==> config.mk <==
export PLATFORM = sky130hd
export DESIGN_NAME = clip_control
export DESIGN_NICKNAME = d
export VERILOG_FILES = /design/src/rtl/clip_control.sv
export SDC_FILE = /design/constraint.sdc
export NUM_CORES = 1
export LEC_CHECK = 0
export ABC_CLOCK_PERIOD_IN_PS = 2890
export CORE_ASPECT_RATIO = 0.75
export CORE_MARGIN = 8
export CORE_UTILIZATION = 60
export CTS_CLUSTER_SIZE = 12
export DETAILED_ROUTE_END_ITERATION = 6
export PLACE_DENSITY = 0.8
export SLEW_MARGIN = 10
export SYNTH_ARGS = -nofsm -noshare
export SYNTH_HDL_FRONTEND = slang
export SYNTH_SLANG_ARGS = --single-unit
==> constraint.sdc <==
create_clock -name clock_i -period 2.89 [get_ports clock_i]
set_clock_uncertainty 0.2 [all_clocks]
set_input_delay 0.7225 -clock clock_i [delete_from_list [all_inputs] [get_ports clock_i]]
set_output_delay 0.7225 -clock clock_i [all_outputs]
set_load 0.01 [all_outputs]
==> src/rtl/clip_control.sv <==
// Clip selection and transport control: four debounced push-buttons drive a
// small IDLE / PLAYING / RECORDING state machine and two wrapping clip indices.
module clip_control #(
  parameter int DEBOUNCE_CYCLES = 1000000,
  parameter int NUM_CLIPS       = 10
) (
  input  logic       clock_i,
  input  logic       reset_i,
  input  logic       btn_play_i,
  input  logic       btn_record_i,
  input  logic       btn_up_i,
  input  logic       btn_down_i,
  input  logic       sel_target_i,
  input  logic       done_i,
  output logic [3:0] play_clip_o,
  output logic [3:0] record_clip_o,
  output logic       play_start_o,
  output logic       record_start_o,
  output logic [1:0] state_o
);

  localparam int CW = (DEBOUNCE_CYCLES > 1) ? $clog2(DEBOUNCE_CYCLES) : 1;
  localparam logic [CW-1:0] CNT_LAST = CW'(DEBOUNCE_CYCLES - 1);
  localparam logic [CW-1:0] CNT_ZERO = {CW{1'b0}};
  localparam logic [3:0]    IDX_LAST = 4'(NUM_CLIPS - 1);

  localparam int B_PLAY = 0;
  localparam int B_REC  = 1;
  localparam int B_UP   = 2;
  localparam int B_DOWN = 3;

  typedef enum logic [1:0] {
    ST_IDLE      = 2'b00,
    ST_PLAYING   = 2'b01,
    ST_RECORDING = 2'b10
  } state_t;

  function automatic logic [3:0] idx_inc(input logic [3:0] v);
    if (v >= IDX_LAST) return 4'd0;
    else               return v + 4'd1;
  endfunction

  function automatic logic [3:0] idx_dec(input logic [3:0] v);
    if (v == 4'd0 || v > IDX_LAST) return IDX_LAST;
    else                           return v - 4'd1;
  endfunction

  logic [3:0]    btn_raw_s;
  logic [3:0]    sync1_r, sync2_r;
  logic [3:0]    deb_r, deb_d_r;
  logic [CW-1:0] cnt_r [4];
  logic [3:0]    press_s;

  state_t     state_r, state_nx_s;
  logic [3:0] play_clip_r, play_clip_nx_s;
  logic [3:0] record_clip_r, record_clip_nx_s;
  logic       play_start_r, play_start_s;
  logic       record_start_r, record_start_s;

  assign btn_raw_s = {btn_down_i, btn_up_i, btn_record_i, btn_play_i};
  assign press_s   = deb_r & ~deb_d_r;

  // Two-flop synchronizers for the raw buttons.
  always_ff @(posedge clock_i or negedge reset_i) begin
    if (!reset_i) begin
      sync1_r <= 4'b0000;
      sync2_r <= 4'b0000;
    end else begin
      sync1_r <= btn_raw_s;
      sync2_r <= sync1_r;
    end
  end

  // Per-button stability counters; the level flips only after a full run of differing samples.
  always_ff @(posedge clock_i or negedge reset_i) begin
    if (!reset_i) begin
      deb_r   <= 4'b0000;
      deb_d_r <= 4'b0000;
      for (int i = 0; i < 4; i++) cnt_r[i] <= CNT_ZERO;
    end else begin
      deb_d_r <= deb_r;
      for (int i = 0; i < 4; i++) begin
        if (sync2_r[i] == deb_r[i]) begin
          cnt_r[i] <= CNT_ZERO;
        end else if (cnt_r[i] == CNT_LAST) begin
          deb_r[i] <= ~deb_r[i];
          cnt_r[i] <= CNT_ZERO;
        end else begin
          cnt_r[i] <= cnt_r[i] + CW'(1);
        end
      end
    end
  end

  // Next-state, index edits and start strobes from the press events.
  always_comb begin
    state_nx_s       = state_r;
    play_clip_nx_s   = play_clip_r;
    record_clip_nx_s = record_clip_r;
    play_start_s     = 1'b0;
    record_start_s   = 1'b0;
    case (state_r)
      ST_IDLE: begin
        // Record wins over play when both arrive together.
        if (press_s[B_REC]) begin
          state_nx_s     = ST_RECORDING;
          record_start_s = 1'b1;
        end else if (press_s[B_PLAY]) begin
          state_nx_s   = ST_PLAYING;
          play_start_s = 1'b1;
        end else begin
          state_nx_s = ST_IDLE;
        end
        if (press_s[B_UP] && !press_s[B_DOWN]) begin
          if (sel_target_i) record_clip_nx_s = idx_inc(record_clip_r);
          else              play_clip_nx_s   = idx_inc(play_clip_r);
        end else if (press_s[B_DOWN] && !press_s[B_UP]) begin
          if (sel_target_i) record_clip_nx_s = idx_dec(record_clip_r);
          else              play_clip_nx_s   = idx_dec(play_clip_r);
        end else begin
          play_clip_nx_s   = play_clip_r;
          record_clip_nx_s = record_clip_r;
        end
      end
      ST_PLAYING: begin
        if (press_s[B_PLAY] || done_i) state_nx_s = ST_IDLE;
        else                           state_nx_s = ST_PLAYING;
      end
      ST_RECORDING: begin
        if (press_s[B_REC] || done_i) state_nx_s = ST_IDLE;
        else                          state_nx_s = ST_RECORDING;
      end
      default: begin
        state_nx_s = ST_IDLE;
      end
    endcase
  end

  // State, index and strobe registers; every output comes straight from here.
  always_ff @(posedge clock_i or negedge reset_i) begin
    if (!reset_i) begin
      state_r        <= ST_IDLE;
      play_clip_r    <= 4'd0;
      record_clip_r  <= 4'd0;
      play_start_r   <= 1'b0;
      record_start_r <= 1'b0;
    end else begin
      state_r        <= state_nx_s;
      play_clip_r    <= play_clip_nx_s;
      record_clip_r  <= record_clip_nx_s;
      play_start_r   <= play_start_s;
      record_start_r <= record_start_s;
    end
  end

  assign state_o        = state_r;
  assign play_clip_o    = play_clip_r;
  assign record_clip_o  = record_clip_r;
  assign play_start_o   = play_start_r;
  assign record_start_o = record_start_r;

endmodule
; Yosys cells after proc, flatten, opt, wreduce, memory -nomap -nowiden
; Cells that the tools add are included.
[word_totals]
regBits = 108
output_inout_bits = 12
elab_cells = 100
[classes]
eq_ne = 14
n_mux = 30
n_bitwise = 10
reduce_logical = 18
addsub = 8
order_cmp = 4
[op_table]
columns = operator, n
row1 = $mux 20, 8
row2 = $add 20x1->20 const B, 4
row3 = $eq 20x20->1 const B, 4
row4 = $mux 4, 12
row5 = $add 4x1->4 const B, 2
row6 = $ge 4x4->1 const B, 2
row7 = $gt 4x4->1 const B, 2
row8 = $logic_not 4->1, 2
row9 = $ne 2x2->1 const B, 4
row10 = $not 1->1, 8
row11 = $reduce_and 2->1, 4
row12 = $reduce_and 4->1, 2
row13 = $sub 4x1->4 const B, 2
row14 = $mux 1, 7
row15 = $pmux 2 s3, 1
row16 = $and 4x4->4, 1
row17 = $eq 1x1->1, 4
row18 = $logic_or 1x1->1, 4
row19 = $mux 2, 2
row20 = $not 4->4, 1
row21 = $eq 2x1->1 const B, 1
row22 = $eq 2x2->1 const B, 1
row23 = $logic_and 1x1->1, 2
row24 = $logic_not 1->1, 2
row25 = other kinds (2), 2

; Logic depth before layout (Yosys ltp)
[logic_depth]
word_depth = 6
depth_mapped = 8
mapped_depth_nobuf = 7

; Least setup slack after synthesis
; Ideal clock, no wire load.
[synth_path]
path_type = register -> register
from = register cnt_r[0] (netlist name)
to = register cnt_r[18] (netlist name)
setup_ns = 0.073
path_stages_with_launch = 7
path_buffers = 1
synth_period_minus_slack_ns = 2.199
arrival_ns = 1.926
slack_ns = 0.691
path_cell_list = dfrtp_1 -> ha_1 -> nand2_1 -> or4_1 -> buf_2 -> or4_4 -> a21oi_2
[synth_between]
elab_chain_len = 3
elab_cells_between_ends = 4
[synth_rtl]
columns = element, line_no
row1 = from (decl), 51  ; logic [CW-1:0] cnt_r [4];
row2 = "from (signal, indexed assignment)", 89  ; cnt_r[i] <= cnt_r[i] + CW'(1);
row3 = $add 20x1->20 / $eq 20x20->1 (equally long branches), "89, 85"
row4 = $mux 20 (*), 85  ; end else if (cnt_r[i] == CNT_LAST) begin
row5 = $mux 20 (*), 83  ; if (sync2_r[i] == deb_r[i]) begin
; Mark *: on every way between the ends. The rest lies on a longest branch, timed or not.
; A chain may end at the register's enable or synchronous reset.

; Final worst setup path
[layout_path]
from = register deb_r[2]
to = register play_clip_r[2] (netlist: play_clip_o[2])
[layout_between]
elab_chain_len = 5
elab_cells_between_ends = 9
[layout_rtl]
columns = element, line_no
row1 = from (decl), 50  ; logic [3:0] deb_r, deb_d_r;
row2 = "from (signal, indexed assignment)", 86  ; deb_r[i] <= ~deb_r[i];
row3 = $and 4x4->4 (*), 61  ; assign press_s = deb_r & ~deb_d_r;
row4 = $logic_not 1->1, 117  ; end else if (press_s[B_DOWN] && !press_s[B_UP]) begin
row5 = $logic_and 1x1->1, 117
row6 = $ne 2x2->1 (no line) / $reduce_bool 2->1 (equally long branches), -
row7 = $reduce_and 4->1 (no line), -
row8 = to (signal assigned), 149  ; play_clip_r <= play_clip_nx_s;
row9 = to (decl), 55  ; logic [3:0] play_clip_r, play_clip_nx_s;
; Marked as above.

==> flow_summary_export.csv <==
group,metric,value,unit
floorplanning,fp.coreArea,0.008934,sq mm
clocking,worst_skew_pair.late_latency,340,ps
routing,detail_route.iter0.violations,375,
sta,setup-tns-final,0,ps
clocking,cts.root.buffer_cell,"clkbuf_16",
worst_setup_path,largest_driver_fanout_on_the_critical_path,14,
min_path,timing.hold.worst.class,"flop to flop",
sta,final.hold.worst_slack,154.8,ps
clocking,tritoncts_num_sinks,108,
clocking,tritoncts,"built",
yosys,synth_edf_count,0,
yosys,mappedNetlistNets,580,
finish,syn_to_final_growth,11.84,%
placement,post-dp-hpwl,7404,microns
global_route,largest_net_degree_at_the_start_of_global_routing,45,
routing,wl_per_cell,15.14,microns
min_path,min-delay-start,"sync1_r[3]$_DFF_PN0_",
placement,globalplace.congestion,0.9182,
yosys,ys_seq_elements,108,
sta,layout_worst_path_cycle_share,0.8664,
yosys,yosys_warnings,0,
worst_setup_path,critPathMaxStageDelay,470,ps
clocking,cts_setup_buffers,0,
worst_setup_path,critPathLaunchType,"flop",
sta,relative_max_transition_margin,0.6096,
yosys,synthDominantCellAreaShare,0.4955,
worst_setup_path,path_cells,"nor2b_1 -> ha_1 -> o21bai_1 -> or3_1 -> a221oi_1 -> o31ai_1",
status,run_status,"finished clean",
global_route,gr-usage-all-layers,0.1767,
sta,maxSlewViolCount,0,
clocking,clockBufferDepth,2,
floorplanning,cell_rows,30,
yosys,ys_top_cells_by_area,"dfrtp_1 (50%), xor2_1 (4.7%), nor2_1 (4.3%)",
finish,diodes,0,
yosys,synth_top_flop_cell,"dfrtp_1",
worst_setup_path,cp-startpoint,"deb_r[2]$_DFFE_PN0P_",
routing,drt-total-wl,10470,microns
placement,io_buffer_count,19,
clocking,total_cts_buffers,9,
routing,detailroute.via_count,4228,
clocking,cts_hold_buf,0,
worst_setup_path,rr_startpoint,"deb_r[2]$_DFFE_PN0P_",
global_route,grt_first_pass_wirelength,18520,microns
worst_setup_path,worst_setup_path_end_kind,"flop",
yosys,synth_cells,558,
routing,drcViolationCount,0,
job,max_cap_violations,0,
yosys,count_of_cell_types_in_the_netlist,51,
clocking,clkTransAtPathRegs,70,ps
yosys,synth.yosys.seq_area_share,0.4955,
yosys,postSynth.asyncResetShare,1.000,
clocking,cts_htree_levels,3,
sta,unrepaired_setup_endpoints_after_global_routing,"false",
sta,min_tclk_post_route,2504,ps
floorplanning,die_w,126.1,microns
worst_setup_path,timing.critical_path.slowest_stage_cell,"ha_1",
global_route,initial_antenna_violation_count,0,
power_and_ir_drop,total_leakage_power,2.508,nW
finish,register_area,0.002703,sq mm
routing,routed_via_density,6.119,
power_and_ir_drop,pwr_density_cell,476.2,mW/mm^2
yosys,syn-cell-area,0.005454,sq mm
global_route,grt_pass1_vias,4088,
sta,hold_viol,0,
finish,drive_gt1_frac,0.07254,
finish,most_common_cell_after_layout_fill_and_taps_aside,"dfrtp_1",
sta,setup_viol,0,
clocking,post_cts_resized,0,
sta,tightestPinTransition,585.7,ps
yosys,syn-mean-instance-area,9.774,sq um
power_and_ir_drop,power.ir.vdd_worst,0.0003826,V
floorplanning,io_pins,20,
worst_setup_path,crit_arrival,2520,ps
routing,drt_pass1_iterations,4,
finish,layout.filler_cells,684,
worst_setup_path,critPathRequiredTime,2910,ps
finish,finalNetCount,596,
floorplanning,floorplan.die_area,0.01243,sq mm
routing,final_antenna_net_count,0,
sta,fmaxAchievable,399.4,MHz
finish,multiInputGateArea,0.002596,sq mm
floorplanning,initial_core_util,0.6105,
yosys,synth_top_cell_by_area,"dfrtp_1",
worst_setup_path,start_to_end_type_of_the_worst_setup_path,"flop to flop",
finish,layout_common_cells,"dfrtp_1 (108), nor2_1 (63), nand3_1 (35), a21oi_1 (33), xor2_1 (29)",
global_route,globalRoute.totalOverflow,0,
floorplanning,die_y,98.57,microns
-- area by class of cell --
cell class                      count  area share
Multi-Input combinational cell    407      0.4256
Clock inverter                      6     0.01149
Timing Repair Buffer               27     0.04472
Clock buffer                       10     0.03918
Inverter                           21     0.01292
Tap cell                          112     0.02297
Sequential cell                   108      0.4431
-- flip-flops by register name, indices dropped and copies added (netlist names) --
register / count
deb_d_r: 4
record_clip_o: 4
deb_r: 4
play_start_o: 1
play_clip_o: 4
sync1_r: 4
state_o: 2
sync2_r: 4
cnt_r: 80
record_start_o: 1
-- path summary, 6_finish.rpt --
kind	slack, ps	cells past startpoint	to
worst max-delay path	390	6	play_clip_o[2]$_DFFE_PN0P_
worst max register to register	390	6	play_clip_o[2]$_DFFE_PN0P_
worst min register to register	150	0	sync2_r[3]$_DFF_PN0_
min in group asynchronous	180	1	cnt_r[78]$_DFF_PN0_
worst min-delay path	150	0	sync2_r[3]$_DFF_PN0_
max in group asynchronous	1740	2	cnt_r[44]$_DFF_PN0_
-- routing by layer --
| metal | up-vias | GRT usage | part of all wire |
|---|---|---|---|
| li1 | 2049 | - | - |
| met1 | 2087 | 0.2237 | 0.48 |
| met2 | 88 | 0.2950 | 0.47 |
| met3 | 4 | 0.04477 | 0.043 |
| met4 | 0 | 0.04793 | 0.0038 |
| met5 | - | 0 | 0 |
-- Yosys cell counts, types with 2 or more instances --
master and instances:
a211oi_1 2, a21oi_1 33, a221oi_1 4, a22o_1 2
and3_1 9, and4_1 7, buf_2 3, clkbuf_1 19
dfrtp_1 108, ha_1 14, inv_1 21, mux2_2 4
mux2i_1 2, nand2_1 26, nand2b_1 5, nand3_1 35
nand4_1 21, nand4bb_1 2, nor2_1 63, nor2b_1 4
nor3_1 11, nor3b_1 3, nor4_1 10, nor4b_1 2
nor4bb_1 3, o21ai_0 23, o21bai_1 3, o22ai_1 2
o31ai_1 17, or2_2 3, or3_1 19, or4_1 14
xnor2_1 18, xor2_1 29
-- critical path: cells and delay by family (launching register included) --
family	cells	cell delay (ps)
AND/OR/NAND/NOR	2	670
flip-flops	1	390
adder cells (fa/ha/maj)	1	470
AO/OA/AOI/OAI	3	660
-- per-stage QoR --
stage | util | setup WS [ps] | instance area (sq um) | std cells | total power, W
3_5_place_dp | 0.6482 | 338.5 | 5791 | 675 | 0.001679
3_3_place_gp | 0.6482 | 403.2 | 5791 | 675 | 0.001675
4_1_cts | 0.6828 | 400.4 | 6100 | 691 | 0.002933
6_report | 0.6828 | 386.2 | 6100 | 691 | 0.002904
5_1_grt | 0.6828 | 257.5 | 6100 | 691 | 0.003007
2_1_floorplan | - | 690.9 | 5454 | 558 | 0.001615
-- kinds of logic after synthesis --
logic type / after synthesis / synth area share
XOR/XNOR: 47 / 0.07548
buffers and inverters: 43 / 0.03028
AND/OR/NAND/NOR: 245 / 0.2464
multiplexers: 6 / 0.01193
adder cells (fa/ha/maj): 14 / 0.03212
flip-flops: 108 / 0.4955
AO/OA/AOI/OAI: 95 / 0.1083
-- power by group --
group | internal, W | total [W] | leakage, nW | switching, W
Sequential | 0.00153 | 0.00155 | 1.47 | 0.0000189
Combinational | 0.0000346 | 0.0000977 | 0.901 | 0.0000630
Clock | 0.000702 | 0.00126 | 0.142 | 0.000557
Total | 0.00227 | 0.00290 | 2.51 | 0.000638
Note: power is estimated with default switching activity, not from simulation.
